[config.mk]
export PLATFORM = sky130hd
export DESIGN_NAME = pwm_ramp_controller
export DESIGN_NICKNAME = d
export VERILOG_FILES = /design/src/rtl/pwm_ramp_controller.sv
export SDC_FILE = /design/constraint.sdc
export NUM_CORES = 1
export LEC_CHECK = 0
export ABC_CLOCK_PERIOD_IN_PS = 2980
export CORE_ASPECT_RATIO = 1.25
export CORE_MARGIN = 2
export CORE_UTILIZATION = 50
export DETAILED_ROUTE_END_ITERATION = 10
export PLACE_DENSITY = 0.76
export SETUP_SLACK_MARGIN = 0.4
export SLEW_MARGIN = 20
export SYNTH_ARGS = -nofsm -noshare
export SYNTH_HDL_FRONTEND = slang
export SYNTH_SLANG_ARGS = --single-unit
export TNS_END_PERCENT = 1
[constraint.sdc]
create_clock -name clk -period 2.98 [get_ports clk]
set_clock_uncertainty 0.05 [all_clocks]
set_input_delay 0.745 -clock clk [delete_from_list [all_inputs] [get_ports clk]]
set_output_delay 0.745 -clock clk [all_outputs]
set_load 0.03 [all_outputs]
[src/rtl/pwm_ramp_controller.sv]
// PWM period counter and duty compare with a valid/ready duty port.
// Live duty ramps one LSB per STEP_PERIODS periods, only at period wrap.
module pwm_ramp_controller #(
  parameter int WIDTH        = 3,
  parameter int STEP_PERIODS = 4
) (
  input  logic             clk,
  input  logic             clr,
  input  logic             en,
  input  logic             cmd_valid,
  input  logic [WIDTH:0]   cmd_duty,
  output logic             cmd_ready,
  output logic             pwm_out,
  output logic [WIDTH-1:0] cnt,
  output logic [WIDTH:0]   duty_now,
  output logic             busy,
  output logic             period_end
);

  localparam int SW = (STEP_PERIODS > 1) ? $clog2(STEP_PERIODS) : 1;
  localparam logic [WIDTH:0]   FULL  = {1'b1, {WIDTH{1'b0}}};
  localparam logic [WIDTH-1:0] CMAX  = '1;
  localparam logic [SW-1:0]    SLAST = SW'(STEP_PERIODS - 1);

  typedef enum logic [1:0] {
    IDLE,
    RUN,
    RAMP
  } state_t;

  state_t          state;
  logic [WIDTH:0]  target;
  logic [WIDTH:0]  pend;
  logic            pend_v;
  logic [SW-1:0]   step_cnt;

  logic            accept;
  logic            active;
  logic            boundary;
  logic [WIDTH:0]  sat;
  logic [WIDTH:0]  duty_nxt;
  logic [WIDTH:0]  tgt_nxt;
  logic [SW-1:0]   step_nxt;

  always_comb begin
    accept   = cmd_valid && !pend_v;
    active   = (state != IDLE);
    boundary = active && (cnt == CMAX);
    sat      = (cmd_duty > FULL) ? FULL : cmd_duty;
    tgt_nxt  = pend_v ? pend : target;
  end

  // Ramp step as seen at a boundary, judged against the pre-boundary target.
  always_comb begin
    duty_nxt = duty_now;
    step_nxt = step_cnt;
    unique case (1'b1)
      (duty_now == target): step_nxt = '0;
      (step_cnt == SLAST): begin
        step_nxt = '0;
        duty_nxt = (target > duty_now) ? duty_now + 1'b1
                                       : duty_now - 1'b1;
      end
      default: step_nxt = step_cnt + 1'b1;
    endcase
  end

  always_ff @(posedge clk) begin
    if (clr) begin
      state    <= IDLE;
      cnt      <= '0;
      duty_now <= '0;
      target   <= '0;
      pend     <= '0;
      pend_v   <= 1'b0;
      step_cnt <= '0;
    end else begin
      unique case (state)
        IDLE: begin
          if (accept) target <= sat;
          if (en) begin
            if ((accept ? sat : target) != duty_now) state <= RAMP;
            else                                     state <= RUN;
          end
        end
        RUN, RAMP: begin
          if (!en) begin
            state    <= IDLE;
            cnt      <= '0;
            duty_now <= '0;
            step_cnt <= '0;
            if (pend_v) begin
              target <= pend;
              pend_v <= 1'b0;
            end else if (accept) begin
              target <= sat;
            end
          end else begin
            cnt <= cnt + 1'b1;
            if (accept) begin
              pend   <= sat;
              pend_v <= 1'b1;
            end
            if (boundary) begin
              duty_now <= duty_nxt;
              step_cnt <= step_nxt;
              target   <= tgt_nxt;
              if (pend_v) pend_v <= 1'b0;
              state <= (duty_nxt == tgt_nxt) ? RUN : RAMP;
            end
          end
        end
        default: state <= IDLE;
      endcase
    end
  end

  assign cmd_ready  = !pend_v;
  assign pwm_out    = active && ({1'b0, cnt} < duty_now);
  assign busy       = (state == RAMP);
  assign period_end = boundary;

endmodule

# Yosys cells after proc, flatten, opt, wreduce, memory -nomap -nowiden

Cells that the tools add are included.

Add/sub/neg operators: 4
Order comparisons: 3
Equality and inequality tests: 10
Mux-type cells: 25
Reduce and logical (&&, ||, !) cells: 13

Operators with widths:

| cell                                                                | count |
|---|---|
| 4-bit two-way mux                                                   | 10 |
| 2-bit two-way mux                                                   | 8 |
| 4-bit == test                                                       | 2 |
| 4-bit one-hot mux with 2 select lines                               | 1 |
| 2-bit AND reduction                                                 | 3 |
| 4-bit by 1-bit adder with 4-bit output (second input constant)      | 1 |
| 2-bit == test (second input constant)                               | 2 |
| 4-bit > comparator                                                  | 1 |
| 4-bit > comparator (second input constant)                          | 1 |
| 3-bit by 4-bit less-than comparator with 1-bit output               | 1 |
| 1-bit two-way mux                                                   | 4 |
| 4-bit inequality test                                               | 1 |
| 2-bit one-hot mux with 2 select lines                               | 1 |
| 2-bit nonzero test                                                  | 2 |
| 2-bit OR reduction                                                  | 2 |
| 4-bit by 1-bit subtractor with 4-bit output (second input constant) | 1 |
| 3-bit by 1-bit adder with 3-bit output (second input constant)      | 1 |
| 3-bit == test (second input constant)                               | 1 |
| 1-bit logical AND                                                   | 3 |
| 3-bit two-way mux                                                   | 1 |
| 3-bit inequality test (second input constant)                       | 1 |
| 3-bit AND reduction                                                 | 1 |
| 2-bit by 1-bit adder with 2-bit output (second input constant)      | 1 |
| 2-bit by 1-bit == test with 1-bit output (second input constant)    | 1 |
| 4 further kinds                                                     | 4 |

Register bits: 20
Input bits: 8
Logic and storage cells: 62

# Longest topological paths before layout

Gate-level depths: netlist of the first run.

Depth in word-level cells: 8
Depth in mapped cells: 14
Depth with buffers taken out: 14

# Least setup slack after synthesis of the first run

Ideal clock, no wire load.

Path type: reg2reg
From: register duty_now[1]
To: register state[1]
Setup time: 0.117 ns
Data arrival time: 3.025 ns
Path slack: -0.213 ns
Cell stages (with the launch flop): 14
Buffers on the path: 0
Clock period less this slack: 3.193 ns
Path through: dfxtp_1 -> inv_1 -> ha_1 -> nor2b_1 -> o211a_1 -> o21ai_2 -> inv_1 -> fa_1 -> xnor2_1 -> mux2i_1 -> xnor2_1 -> nand3_1 -> o21bai_1 -> a32o_1

Word-level cells in the longest chain between the ends: 8

Ends and longest elaborated chain:

| item                                                                      | RTL line | RTL |
|---|---|---|
| from (decl)                                                               | 15       | `output logic [WIDTH:0] duty_now,` |
| from (signal assigned)                                                    | 105      | `duty_now <= duty_nxt;` |
| 4-bit by 1-bit subtractor with 4-bit output, or another cell as far along | 62       | `: duty_now - 1'b1;` |
| 4-bit two-way mux                                                         | 61       | `duty_nxt = (target > duty_now) ? duty_now + 1'b1` |
| 4-bit two-way mux                                                         | 57       | `unique case (1'b1)` |
| 4-bit == test                                                             | 109      | `state <= (duty_nxt == tgt_nxt) ? RUN : RAMP;` |
| 2-bit two-way mux                                                         | 109      |  |
| 2-bit two-way mux                                                         | 104      | `if (boundary) begin` |
| 2-bit two-way mux                                                         | 87       | `if (!en) begin` |
| 2-bit one-hot mux with 2 select lines (*)                                 | 78       | `unique case (state)` |
| to (signal assigned)                                                      | 109      |  |
| to (decl)                                                                 | 31       | `state_t state;` |

Every way passes the cells marked *; elsewhere a longest branch is shown, timed or not. The select of a mux whose other input is x is not followed.
A chain may end at the register's enable or synchronous reset.

# Final worst setup path of the first run

Same ends and word-level chain as after synthesis.

==> metrics.sh, run 1 <==
SYNTH_MOST_COMMON_CELL='sky130_fd_sc_hd__nor2_1'
ROUTE.FINAL.WIRE_LENGTH_MM=4.04
DP.FINAL_HPWL_MM=2.99
DRT-PASS1-ITER-COUNT=4
RRSETUPSLACK_NS=0.20
CTS_SINKS=20
CLK-INSERTION-DELAY-LATE_NS=0.32
PERIOD_SHARE_PCT=93.3
POSTSYNTHREGISTERBITS=20
DETAIL_ROUTE.DRC_VIOLATIONS=0
CTSROOTBUFFERMASTER='sky130_fd_sc_hd__clkbuf_4'
DIE_W_UM=53.4
VIAS_PER_CELL=5.70
SYNTHARSTFLOPSHARE_PCT=0
HTREE_LEVELS=1
DESIGN.FINAL.NETS=242
TIMING_HOLD_VIOLATIONS_FINAL=0
PLACEABLECOREAREA_MM2=0.00292
CTS.CLK_SLEW.WORST_PATHS_NS=0.13
DETAIL_ROUTE.WL_PER_CELL_UM=15.9
POWER.LEAKAGE_nW=0.786
TRITONCTS_CLOCK_TREE='built'
START_UTIL_PCT=52.2
SYNTH_WARN=0
HEIGHT_OF_THE_DIE_UM=65.7
FINAL_CORE_UTILIZATION_PCT=66.7
WORSTMARGINPINSLEW_NS=0.584
SETUP_VIOL=0
CP.ARRIVAL_NS=2.97
N_FILL_CELL=251
PLACEMENTROWS=22
IO_PINS=19
AREA_DELTA_SYNTH_FINAL_PCT=27.7
SYNTH_AREA_MM2=0.00152
CRIT_PATH_FREQUENT_CELL='sky130_fd_sc_hd__o21ai_2'
SYNTH_EDF_COUNT=0
MAXSLEWVIOLCOUNT=0
SYN-MEAN-INSTANCE-AREA_UM2=8.19
SYNTHESIS.INSTANCES=186
DETAILEDROUTE.FIRSTITERATIONVIOLATIONS=51
TOTAL_POWER_mW=1.48
CLOCK_TREE.BUFFER_DEPTH=2
CRIT_PATH_MAX_FANOUT=3
ROUTABILITYCONGESTION=0.863
SYNTH.DISTINCT_CELLS=43
DRTANTENNAVIOLNETS=0
MIN-DELAY-PATH-CLASS='flip-flop to flip-flop'
FLOORPLAN.DIE_AREA_MM2=0.00351
DRV_CAP=0
OUTCOME='complete, no violations'
ANTENNA-DIODE-COUNT=0
SEQUENTIAL_CELL_AREA_UM2=410
VDD_DROP_MAX_uV=525
CRIT_TYPE='flip-flop to flip-flop'
GRT-OVFL-TOTAL=0
WORST_SLEW_SLACK_AS_A_FRACTION_OF_ITS_LIMIT_PCT=61.1
GRT_PASS1_VIAS=1400
POWER_DENSITY_CELLS_mW_PER_MM2=763
YOSYSTOPAREACELLSHARE_PCT=26.3
FIN_CRIT_NS=2.78
GRT_ANTENNA_BEFORE_REPAIR=0
WORST_SETUP_PATH_START_KIND='flip-flop'
TIMING.HOLD.WS_NS=0.431
TIMING.CRITICAL_PATH.REQUIRED_NS=3.16
CRITICAL_PATH.CELL_CHAIN='inv_4 -> ha_4 -> nor2b_4 -> o211a_1 -> o21ai_2 -> inv_2 -> fa_2 -> nand2_2 -> o21ai_2 -> xnor2_1 -> nand3_1 -> o21bai_1 -> a32o_1'
IO_BUFFER_COUNT=18
SYNTH_FLOP_CELL='sky130_fd_sc_hd__dfxtp_1'
SYNTH.CELLS.MOST_FREQUENT='sky130_fd_sc_hd__nor2_1 (26), sky130_fd_sc_hd__dfxtp_1 (20), sky130_fd_sc_hd__a21oi_1 (15)'
ROUTE.VIAS.TOTAL=1447
GRT_SETUP_UNREPAIRED='yes'
CRITICAL_PATH_S_LARGEST_STAGE_DELAY_NS=0.55
LARGEST_NET_DEGREE_AT_THE_START_OF_GLOBAL_ROUTING=15
SYN_NETS=209
GLOBALROUTETOTALUTIL_PCT=25.3
SYNTH_TOP_CELLS_BY_AREA='sky130_fd_sc_hd__dfxtp_1 (26%), sky130_fd_sc_hd__ha_1 (11%), sky130_fd_sc_hd__mux2i_1 (9.2%)'
POST_ROUTE_CELLS_DRIVE_ABOVE_1_SHARE_PCT=20.2
POST-PLACE-CELLS=243
SLOWEST_STAGE='sky130_fd_sc_hd__fa_2'
MULTIINPUTGATEAREA_MM2=0.00109
ENDPOINT_KIND='flip-flop'
FIN_CELLS=254
YOSYS.AREA.TOP_TYPE='sky130_fd_sc_hd__dfxtp_1'
SYNTH.YOSYS.SEQ_AREA_SHARE_PCT=26.3
SETUP_SLACK_NS=0.200
CTS_INSERTED_BUFFERS=3
MAX_FREQ_GHz=0.360
GRT_PASS1_WL_MM=6.38
POST_PLACEMENT_WORST_SETUP_SLACK_NS=-0.0171
-- flip-flops by register name, summed over array words and instances, names as in the netlist --
signal,flops
cnt,3
target,4
pend_v,1
step_cnt,2
duty_now,4
state,2
pend,4
-- layout make-up --
cell class	instances	share of cell area [%]
Tap cell	36	2.32
Inverter	14	2.83
Multi-Input combinational cell	146	55.9
Sequential cell	20	21.1
Timing Repair Buffer	34	15.4
Clock buffer	4	2.44
-- per-layer routing --
metal | track usage (%) | wire [um] | up-vias
met1 | 29.0 | 1700 | 690
met4 | 14.1 | 116 | 0
met5 | 0 | 0 | -
met3 | 3.41 | 100 | 10
li1 | - | - | 715
met2 | 43.5 | 2130 | 32
-- critical path, delay by kind of cell, from the launching register on --
kind	cells	cell delay (ns)
xor+xnor	1	0.16
fa+ha+maj	2	0.76
compound gates	5	0.93
buf+inv	2	0.10
flops	1	0.38
simple gates	3	0.32
-- cells by family (layout without fill, tap and decap cells) --
| kind of cell | after synthesis | count (layout) | share of synthesized area (%) |
|---|---|---|---|
| buffers and inverters | 20 | 52 | 5.99 |
| DFF | 20 | 20 | 26.3 |
| AOI/OAI and AO/OA | 42 | 42 | 18.0 |
| xor gates and xnor gates | 11 | 11 | 6.32 |
| and+or+nand+nor | 62 | 62 | 20.0 |
| adders and majority gates | 15 | 15 | 12.8 |
| muxes | 16 | 16 | 10.7 |
-- per-stage QoR --
| stage | setup TNS, ns | area [um2] |
|---|---|---|
| detailed placement | -0.0171 | 1810 |
| floorplan | 0 | 1550 |
| global route | 0 | 1950 |
| finish | 0 | 1950 |
| CTS | 0 | 1930 |
| global placement | 0 | 1810 |
-- timing repair --
action                                  4_1_cts  5_1_grt
gates resized for setup                       8        4
pin swaps                                     7        5
endpoints found under the setup margin        5        6
hold buffers                                  0        0
cloned                                        0        0
buffers inserted                              7        0
-- where the power goes --
| part | switching, mW | internal, mW | total, mW |
|---|---|---|---|
| Clock | 0.101 | 0.103 | 0.203 |
| Sequential | 0.0552 | 0.310 | 0.365 |
| Combinational | 0.505 | 0.412 | 0.916 |
-- path summary, 6_finish.rpt --
kind	from	end	depth (start not counted)
setup reg to reg	duty_now[1]	state[1]	13
setup / recovery	duty_now[1]	state[1]	13
hold / removal	pend[3]	pend[3]	2
hold reg to reg	pend[3]	pend[3]	2
-- cells in the final DEF (no fill, tap or decap), types with 3 or more instances in the layout --
cell type                          n
sky130_fd_sc_hd__buf_4            16
sky130_fd_sc_hd__mux2i_1          13
sky130_fd_sc_hd__nand3_1           4
sky130_fd_sc_hd__nand4_1           3
sky130_fd_sc_hd__dfxtp_1          16
sky130_fd_sc_hd__clkbuf_4          3
sky130_fd_sc_hd__nor2b_1           4
sky130_fd_sc_hd__inv_1            11
sky130_fd_sc_hd__nor3_1            3
sky130_fd_sc_hd__a21oi_1          14
sky130_fd_sc_hd__nand2_1          10
sky130_fd_sc_hd__xnor2_1          10
sky130_fd_sc_hd__ha_1             12
sky130_fd_sc_hd__a22oi_1           3
sky130_fd_sc_hd__clkdlybuf4s50_1  16
sky130_fd_sc_hd__nor2_1           26
(Power assumes the default switching activity.)
==> run 2: changes to the inputs <==
--- a/config.mk
+++ b/config.mk
@@ -5,11 +5,11 @@
 export SDC_FILE = /design/constraint.sdc
 export NUM_CORES = 1
 export LEC_CHECK = 0
-export ABC_CLOCK_PERIOD_IN_PS = 2980
-export CORE_ASPECT_RATIO = 1.25
+export CORE_ASPECT_RATIO = 1.1
 export CORE_MARGIN = 2
 export CORE_UTILIZATION = 50
 export DETAILED_ROUTE_END_ITERATION = 10
+export GPL_TIMING_DRIVEN = 0
 export PLACE_DENSITY = 0.76
 export SETUP_SLACK_MARGIN = 0.4
 export SLEW_MARGIN = 20
==> metrics.sh, run 2 (same netlist as run 1, synthesis figures left out) <==
CRIT_TYPE='flip-flop to flip-flop'  # unchanged
POWER_DENSITY_CELLS_mW_PER_MM2=773  # was 763 mW/mm2
R2R-START='target[1]'  # was duty_now[1]
TIMING.HOLD.WS_NS=0.436  # was 0.431 ns
ROUTE.VIAS.TOTAL=1550  # was 1447
CTS_INSERTED_BUFFERS=3  # unchanged
CRITICAL_PATH.CELL_CHAIN='ha_4 -> nor2b_4 -> o211a_1 -> o21ai_4 -> ha_1 -> a21o_1 -> a21oi_4 -> xnor2_1 -> and3_1 -> o21bai_1 -> a32o_1'  # was inv_4 -> ha_4 -> nor2b_4 -> o211a_1 -> o21ai_2 -> inv_2 -> fa_2 -> nand2_2 -> o21ai_2 -> xnor2_1 -> nand3_1 -> o21bai_1 -> a32o_1
TOTAL_POWER_mW=1.52  # was 1.48 mW
GRT-OVFL-TOTAL=0  # unchanged
DESIGN.FINAL.NETS=245  # was 242
PLACEMENT.CELL_AREA_MM2=0.00178  # was 0.00181 mm2
CLOCK_TREE.BUFFER_DEPTH=2  # unchanged
DETAIL_ROUTE.DRC_VIOLATIONS=0  # unchanged
DRT-PASS1-ITER-COUNT=4  # unchanged
ENDPOINT_KIND='flip-flop'  # unchanged
TIMING.CRITICAL_PATH.REQUIRED_NS=3.16  # about the same
FINAL_CORE_UTILIZATION_PCT=66.5  # was 66.7%
POST_PLACEMENT_WORST_SETUP_SLACK_NS=-0.0116  # was -0.0171 ns
CTSROOTBUFFERMASTER='sky130_fd_sc_hd__clkbuf_4'  # unchanged
HEIGHT_OF_THE_DIE_UM=61.9  # was 65.7 um
ANTENNA-DIODE-COUNT=0  # unchanged
FINISH.INSTANCE_AREA_MM2=0.00197  # was 0.00195 mm2
PLACEABLECOREAREA_MM2=0.00297  # was 0.00292 mm2
GRT_ANTENNA_BEFORE_REPAIR=0  # unchanged
ROUTABILITYCONGESTION=0.891  # was 0.863
ROUTE.FINAL.WIRE_LENGTH_MM=4.10  # was 4.04 mm
DP.FINAL_HPWL_MM=2.79  # was 2.99 mm
MIN-DELAY-PATH-CLASS='flip-flop to flip-flop'  # unchanged
CLK-INSERTION-DELAY-LATE_NS=0.32  # about the same
MET1_DEMAND_TO_CAPACITY_SHARE_IN_GLOBAL_ROUTING_PCT=27.7  # was 29.0%
GRT_SETUP_UNREPAIRED='yes'  # unchanged
CRITICAL_PATH_S_LARGEST_STAGE_DELAY_NS=0.39  # was 0.55 ns
IO_BUFFER_COUNT=18  # unchanged
DRV_CAP=0  # unchanged
TOP_REGS='duty_now x4, pend x4, target x4'  # unchanged
MOSTFREQUENTLAYOUTCELLS='sky130_fd_sc_hd__nor2_1 (26), sky130_fd_sc_hd__clkdlybuf4s50_1 (16), sky130_fd_sc_hd__dfxtp_1 (15), sky130_fd_sc_hd__a21oi_1 (14)'  # was sky130_fd_sc_hd__nor2_1 (26), sky130_fd_sc_hd__dfxtp_1 (16), sky130_fd_sc_hd__clkdlybuf4s50_1 (16), sky130_fd_sc_hd__buf_4 (16), sky130_fd_sc_hd__a21oi_1 (14)
TRITONCTS_CLOCK_TREE='built'  # unchanged
WORST_SLEW_SLACK_AS_A_FRACTION_OF_ITS_LIMIT_PCT=56.7  # was 61.1%
WORST_SETUP_PATH_START_KIND='flip-flop'  # unchanged
GLOBALROUTE.BUSIESTLAYER='met2'  # unchanged
GRT_PASS1_WL_MM=6.45  # was 6.38 mm
FIN_CRIT_NS=2.82  # was 2.78 ns
WORSTMARGINPINSLEW_NS=0.645  # was 0.584 ns
OUTCOME='complete, no violations'  # unchanged
DIE_W_UM=56.6  # was 53.4 um
DETAILEDROUTE.FIRSTITERATIONVIOLATIONS=67  # was 51
PERIOD_SHARE_PCT=94.7  # was 93.3%
HTREE_LEVELS=1  # unchanged
DRTANTENNAVIOLNETS=0  # unchanged
START_UTIL_PCT=51.3  # was 52.2%
FINALSETUPTNS_NS=0  # unchanged
POWER.LEAKAGE_nW=0.799  # was 0.786 nW
PLACEMENTROWS=21  # was 22
CRIT_PATH_MAX_FANOUT=6  # was 3
CTS.CLK_SLEW.WORST_PATHS_NS=0.13  # about the same
GRT_PASS1_VIAS=1421  # was 1400
VIAS_PER_CELL=6.08  # was 5.70
LARGEST_NET_DEGREE_AT_THE_START_OF_GLOBAL_ROUTING=13  # was 15
MAX_FREQ_GHz=0.355  # was 0.360 GHz
CTS-HOLD-FIX-BUFFERS=0  # unchanged
TIMING_HOLD_VIOLATIONS_FINAL=0  # unchanged
SETUP_VIOL=0  # unchanged
CTS_SINKS=20  # unchanged
CP.ARRIVAL_NS=3.00  # was 2.97 ns
AREA_DELTA_SYNTH_FINAL_PCT=29.5  # was 27.7%
GRT_UTIL_MET3_PCT=2.90  # was 3.41%
VDD_DROP_MAX_uV=523  # was 525 uV
PATH_DELAY_FAMILY='compound AO/OA/AOI/OAI gates'  # unchanged
IO_PINS=19  # unchanged
MIN_FROM='pend[3]'  # unchanged
SETUP_SLACK_NS=0.159  # was 0.200 ns
GLOBALROUTETOTALUTIL_PCT=24.1  # was 25.3%
GRTUSAGEMET2_PCT=44.7  # was 43.5%
FLOORPLAN.DIE_AREA_MM2=0.00351  # about the same
SLOWEST_STAGE='sky130_fd_sc_hd__dfxtp_4'  # was sky130_fd_sc_hd__fa_2
CRITPATHLAUNCH='target[1]'  # was duty_now[1]
TIMING.CRITICAL_PATH.BUF_INV=0  # was 2
DETAIL_ROUTE.WL_PER_CELL_UM=16.1  # was 15.9 um
POST-PLACE-CELLS=238  # was 243
FINAL_COMMON_CELL='sky130_fd_sc_hd__nor2_1'  # unchanged
POST_ROUTE_CELLS_DRIVE_ABOVE_1_SHARE_PCT=19.5  # was 20.2%
FIN_CELLS=255  # was 254
MAXSLEWVIOLCOUNT=0  # unchanged
-- run 2: worst min-delay path, cell delays in order (launching register included) --
cell and delay [ns]:
sky130_fd_sc_hd__dfxtp_1 0.34, sky130_fd_sc_hd__nand2_1 0.06, sky130_fd_sc_hd__a21oi_1 0.05
-- run 2: worst paths after layout --
kind	endpoint	slack, ns	cells past startpoint
setup reg to reg	state[1]	0.16	11
hold reg to reg	pend[3]	0.44	2
hold / removal	pend[3]	0.44	2
setup / recovery	state[1]	0.16	11
-- run 2: layout make-up --
class	instances	area [um2]
buffer	6	38.8
clock buffer	4	47.5
fill	240	996
inverter	14	55.1
multi-input combinational	146	1100
sequential	20	417
tap	34	42.5
timing repair buffer	31	275
-- run 2: timing repair --
action,in CTS,in global routing
resized for setup,8,7
endpoints found under the setup margin,6,12
hold endpoints to repair,0,0
pin swaps,8,6
setup buffers,9,4
-- run 2: power breakdown --
group / total (mW) / switching (mW) / internal [mW] / leakage [nW]
Sequential: 0.355 / 0.0435 / 0.312 / 0.166
Clock: 0.200 / 0.0975 / 0.103 / 0.0261
Combinational: 0.969 / 0.539 / 0.430 / 0.607
-- run 2: per-layer routing --
layer  part of all wire, %  vias up
met5                     0        -
met4                   2.8        0
met3                   6.3       12
met2                    51       63
met1                    40      749
li1                      -      726
==> run 3: changes to the inputs <==
--- a/config.mk
+++ b/config.mk
@@ -11,6 +11,7 @@
 export DETAILED_ROUTE_END_ITERATION = 10
 export GPL_TIMING_DRIVEN = 0
 export PLACE_DENSITY = 0.76
+export REMOVE_ABC_BUFFERS = 1
 export SETUP_SLACK_MARGIN = 0.4
 export SLEW_MARGIN = 20
 export SYNTH_ARGS = -nofsm -noshare
==> metrics.sh, run 3 (same netlist as run 1, synthesis figures left out) <==
POWER.NET_SWITCHING_mW=0.650  # was 0.680 mW
IO_BUFFER_COUNT=18  # unchanged
SLOWEST_STAGE='sky130_fd_sc_hd__dfxtp_4'  # unchanged
CTS_SINKS=20  # unchanged
VDD_DROP_MAX_uV=572  # was 523 uV
MOSTFREQUENTLAYOUTCELLS='sky130_fd_sc_hd__nor2_1 (26), sky130_fd_sc_hd__clkdlybuf4s50_1 (16), sky130_fd_sc_hd__dfxtp_1 (15), sky130_fd_sc_hd__a21oi_1 (14), sky130_fd_sc_hd__mux2i_1 (14)'  # was sky130_fd_sc_hd__nor2_1 (26), sky130_fd_sc_hd__clkdlybuf4s50_1 (16), sky130_fd_sc_hd__dfxtp_1 (15), sky130_fd_sc_hd__a21oi_1 (14)
P_INT_mW=0.843  # was 0.844 mW
FINALSETUPTNS_NS=0  # unchanged
DESIGN.FINAL.NETS=236  # was 245
CTS_INSERTED_BUFFERS=3  # unchanged
ROUTE.FINAL.WIRE_LENGTH_MM=3.66  # was 4.10 mm
MET2_WIRELENGTH_MM=1.89  # was 2.09 mm
CRIT_PATH_MAX_FANOUT=4  # was 6
DETAIL_ROUTE.DRC_VIOLATIONS=0  # unchanged
TIMING.CRITICAL_PATH.REQUIRED_NS=3.16  # about the same
MAX_FREQ_GHz=0.351  # was 0.355 GHz
SETUP_VIOL=0  # unchanged
ROUTE.LAYER.MET1.WL_MM=1.59  # was 1.63 mm
WORST_SLEW_SLACK_AS_A_FRACTION_OF_ITS_LIMIT_PCT=47.1  # was 56.7%
OUTCOME='complete, no violations'  # unchanged
PERIOD_SHARE_PCT=95.6  # was 94.7%
TRITONCTS_CLOCK_TREE='built'  # unchanged
CLOCK_TREE.BUFFER_DEPTH=2  # unchanged
DETAILEDROUTE.FIRSTITERATIONVIOLATIONS=36  # was 67
FIN_CELLS=246  # was 255
POWER_DENSITY_CELLS_mW_PER_MM2=790  # was 773 mW/mm2
CRIT_TYPE='flip-flop to flip-flop'  # unchanged
POST-PLACE-CELLS=232  # was 238
R2R-START='duty_now[1]'  # was target[1]
PLACEABLECOREAREA_MM2=0.00297  # unchanged
GRT_ANTENNA_BEFORE_REPAIR=0  # unchanged
GRT-OVFL-TOTAL=0  # unchanged
TOP_REGS='duty_now x4, pend x4, target x4'  # unchanged
FINAL_CORE_UTILIZATION_PCT=63.7  # was 66.5%
PLACEMENTROWS=21  # unchanged
MAXSLEWVIOLCOUNT=0  # unchanged
R2R.WORST_PATH.CELLS=13  # was 11
GRT_SETUP_UNREPAIRED='yes'  # unchanged
DRV_CAP=0  # unchanged
WORST_SETUP_PATH_START_KIND='flip-flop'  # unchanged
GRT_PASS1_VIAS=1321  # was 1421
SEQUENTIAL_CELL_FRACTION_OF_TOTAL_POWER_PCT=24.3  # was 23.3%
COMBPWRFRAC_PCT=60.0  # was 63.6%
VIAS_PER_CELL=5.72  # was 6.08
START_UTIL_PCT=51.3  # unchanged
P_SW_SHARE_PCT=43.5  # was 44.6%
REG2REG_TO='state[1]'  # unchanged
GLOBALROUTETOTALUTIL_PCT=22.4  # was 24.1%
WORSTMARGINPINSLEW_NS=0.791  # was 0.645 ns
TIMING.CRITICAL_PATH.BUF_INV=2  # was 0
CTS.CLK_SLEW.WORST_PATHS_NS=0.12  # was 0.13 ns
TIMING_HOLD_VIOLATIONS_FINAL=0  # unchanged
CRITICAL_PATH.CELL_CHAIN='inv_4 -> ha_4 -> nor2b_1 -> o211a_1 -> o21ai_4 -> buf_4 -> ha_1 -> xnor2_1 -> mux2i_1 -> xnor2_1 -> nand3_1 -> o21bai_1 -> a32o_1'  # was ha_4 -> nor2b_4 -> o211a_1 -> o21ai_4 -> ha_1 -> a21o_1 -> a21oi_4 -> xnor2_1 -> and3_1 -> o21bai_1 -> a32o_1
CRITICAL_PATH_S_LARGEST_STAGE_DELAY_NS=0.38  # was 0.39 ns
CTS-HOLD-FIX-BUFFERS=0  # unchanged
MIN_FROM='pend[3]'  # unchanged
CTSROOTBUFFERMASTER='sky130_fd_sc_hd__clkbuf_4'  # unchanged
POWER.CLOCK.FRACTION_PCT=15.6  # was 13.1%
FLOORPLAN.DIE_AREA_MM2=0.00351  # unchanged
ENDPOINT_KIND='flip-flop'  # unchanged
DRTANTENNAVIOLNETS=0  # unchanged
DETAIL_ROUTE.WL_PER_CELL_UM=14.9  # was 16.1 um
ROUTABILITYCONGESTION=0.845  # was 0.891
HEIGHT_OF_THE_DIE_UM=61.9  # unchanged
CLK-INSERTION-DELAY-LATE_NS=0.33  # was 0.32 ns
MIN-DELAY-PATH-CLASS='flip-flop to flip-flop'  # unchanged
LARGEST_NET_DEGREE_AT_THE_START_OF_GLOBAL_ROUTING=22  # was 13
DIE_W_UM=56.6  # unchanged
PATH_DELAY_FAMILY='compound AO/OA/AOI/OAI gates'  # unchanged
CP.ARRIVAL_NS=3.03  # was 3.00 ns
ROUTE.VIAS.TOTAL=1407  # was 1550
FINAL_COMMON_CELL='sky130_fd_sc_hd__nor2_1'  # unchanged
HIGHEST-SIGNAL-LAYER='met4'  # unchanged
HOLD_DEPTH=2  # unchanged
RRSETUPSLACK_NS=0.13  # was 0.16 ns
POST_ROUTE_CELLS_DRIVE_ABOVE_1_SHARE_PCT=15.6  # was 19.5%
WL_MET3_UM=127  # was 259 um
AREA_DELTA_SYNTH_FINAL_PCT=24.1  # was 29.5%
CRIT_PATH_FREQUENT_CELL='sky130_fd_sc_hd__xnor2_1'
DRT-PASS1-ITER-COUNT=4  # unchanged
GRT_PASS1_WL_MM=5.99  # was 6.45 mm
IO_PINS=19  # unchanged
FIN_CRIT_NS=2.85  # was 2.82 ns
POWER.LEAKAGE_nW=0.744  # was 0.799 nW
HTREE_LEVELS=1  # unchanged
ANTENNA-DIODE-COUNT=0  # unchanged
DP.FINAL_HPWL_MM=2.59  # was 2.79 mm
HOLD_END='pend[3]'  # unchanged
==> run 3: cell types whose count changed in the layout (fill, tap and decap cells not counted), sizes merged <==
| cell | delta |
|---|---|
| clkbuf | -4 |
| bufinv | +1 |
| buf | -6 |
==> run 3: tightest hold or removal path: cells and delay by family (launching register included) <==
family          cells  cell delay, ns
simple gates        1            0.06
flops               1            0.33
compound gates      1            0.06
==> run 3: layout make-up <==
class | count | area, um2
clock buffer | 3 | 22.5
fill | 251 | 1080
multi-input combinational | 146 | 1070
timing repair buffer | 28 | 253
inverter | 14 | 55.1
sequential | 20 | 417
tap | 34 | 42.5
clock inverter | 1 | 30.0
==> run 3: timing repair <==
item                                   in CTS  in global routing
endpoints found under the hold margin       0                  0
pin swaps                                   6                  6
setup buffers                               8                  2
setup endpoints to repair                   8                 10
gates resized for setup                    18                  2
==> run 3: worst max-delay path by stage <==
stage,endpoint,slack [ns],startpoint,cells after the start
finish,state[1],0.13,duty_now[1],13
floorplan,state[1],-0.21,duty_now[1],13
CTS,state[1],0.18,duty_now[1],13
global placement,state[1],-0.25,duty_now[1],13
global route,state[1],-0.008,duty_now[1],13
detailed placement,state[1],-0.36,duty_now[1],13
==> run 3: per-stage QoR <==
step	setup slack (ns)	hold slack [ns]	power [mW]	instance area, um2
5_1_grt	-0.00779	0.443	1.60	1890
4_1_cts	0.184	0.429	1.45	1870
2_1_floorplan	-0.213	0.380	0.944	1490
3_3_place_gp	-0.247	0.406	1.08	1710
3_5_place_dp	-0.356	0.412	1.12	1710
6_report	0.132	0.430	1.49	1890
==> run 3: power by group through the flow <==
stage	Clock (mW)	Sequential [mW]	Combinational [mW]
2_1_floorplan	0	0.366	0.578
3_3_place_gp	0	0.364	0.719
3_5_place_dp	0	0.368	0.752
4_1_cts	0.232	0.363	0.857
5_1_grt	0.243	0.371	0.987
6_report	0.234	0.363	0.896
==> run 3: per-layer routing <==
| metal | up-vias | track usage, % |
|---|---|---|
| li1 | 704 | - |
| met1 | 675 | 25.8 |
| met2 | 23 | 41.9 |
| met3 | 5 | 3.31 |
| met4 | 0 | 9.86 |
| met5 | - | 0 |
==> patch: new RTL, flow settings as in run 1 <==
Register the output `pwm_out`; this adds one clock of latency there. The other outputs are not delayed to match.
--- a/src/rtl/pwm_ramp_controller.sv
+++ b/src/rtl/pwm_ramp_controller.sv
@@ -117,5 +117,7 @@
 
   assign cmd_ready  = !pend_v;
-  assign pwm_out    = active && ({1'b0, cnt} < duty_now);
+  always_ff @(posedge clk) begin
+    pwm_out <= active && ({1'b0, cnt} < duty_now);
+  end
   assign busy       = (state == RAMP);
   assign period_end = boundary;
Formal check against the unedited RTL: no difference found for any inputs over 10 cycles, from zero or initial values; that may be too few to reach the edited logic, so the function may still have changed.
==> patch against run 1 <==
- critical endpoint unchanged
- largest power group unchanged
- total power rose by 3.4%
- setup slack got worse by 29 ps
- non-clock buffer count is 1 lower
- area after synthesis grew 2.5%
- routed wire length decreased by 2.4%
- sequential cell count rose by 1
- largest cell class unchanged
- fmax fell by 1.0%
- design area up 1.2%
==> patch: results (changes against run 1) <==
status:
  status: "completed"
cells_and_area:
  finalNetCount: 242  # unchanged
  fillerInstances: 248  # -1.2%
  seq_area_um2: 437  # +6.4%
  n_sequential_cell: 21  # +5.0%
  num-nonclk-buffers: 33  # -2.9%
  clock_area_share_pct: 1.40  # -1.0 points
  layout.non_clock_inverters: 13  # -1
  multi_input_area_share_pct: 56.7  # +0.76 points
  clock_buffer_count: 3  # -1
  bufAreaShareNonClock_pct: 14.8  # -0.56 points
  seq-cell-share_pct: 22.2  # +1.1 points
global_route:
  first_global_vias: 1429  # +2.1%
  grt_use_total_pct: 24.2  # -1.1 points
  gr-usage-met1_pct: 28.3  # -0.78 points
  grtUsageMet2_pct: 43.1  # -0.38 points
routing:
  route.met2.wl_mm: 2.08  # -2.0%
  wire_per_inst_um: 15.5  # -2.4%
  met3_wirelength_um: 124  # +24%
  vias_per_cell: 5.64  # -0.97%
  routedLengthMet1_mm: 1.67  # -1.6%
cts:
  post_cts_resized: 6  # -2
  cts_max_path_buffers: 2  # unchanged
place:
  placed_cell_area_um2: 1810  # -0.14%
  gp_congestion: 0.911  # +5.6%
  place.detailed.hpwl_mm: 2.90  # -3.0%
pwr:
  vdd_ir_drop_max_v: 0.000643  # +22%
  power.leakage_uw: 0.000792  # +0.78%
worst_setup_path:
  critPathMaxFanout: 5  # +2
  arrival_time_at_the_worst_endpoint_ps: 2980  # about the same
  slowest_stage_cell_crit_path: "dfxtp_4"
  critical-path-max-stage-delay_ps: 390  # -160 ps
synthesis:
  netlist_instances: 188  # +1.1%
  synth_fp_nets: 211  # +0.96%
  yosys-top-cells-area: "dfxtp_1, ha_1, mux2i_1"
  synth_compound_gate_area_share_pct: 17.4  # -0.61 points
  synth_sequential_area_ratio_pct: 26.9  # +0.63 points
  synth_fa_ha_area_share_pct: 12.5  # -0.32 points
  yosys-top-cells-count: "nor2_1, dfxtp_1, a21oi_1, ha_1, mux2i_1"
  synthMuxAreaShare_pct: 10.4  # -0.26 points
  synth_xor_area_share_pct: 6.16  # -0.16 points
patch: report_power, final:
group,switching (uW),leakage (uW),internal (uW)
Clock,94.9,0.0000177,50.1
Combinational,556,0.000601,446
Sequential,60.7,0.000174,327
Total,712,0.000792,823
patch: path summary, 6_finish.rpt:
| path | from | endpoint | slack (ps) |
|---|---|---|---|
| setup / recovery | duty_now[1] | state[1] | 170 |
| hold / removal | pend[3] | pend[3] | 430 |
| setup reg to reg | duty_now[1] | state[1] | 170 |
| hold reg to reg | pend[3] | pend[3] | 430 |
patch: per-stage QoR:
step | setup WS, ps | hold slack (ps)
2_1_floorplan | 193 | 386
3_3_place_gp | 80.9 | 395
3_5_place_dp | -8.59 | 406
4_1_cts | 166 | 427
5_1_grt | 45.3 | 464
6_report | 171 | 426
patch: tightest hold or removal path, stage by stage (launching register included):
cell,delay [ps]
dfxtp_1,340
nand2_1,50
a21oi_1,50
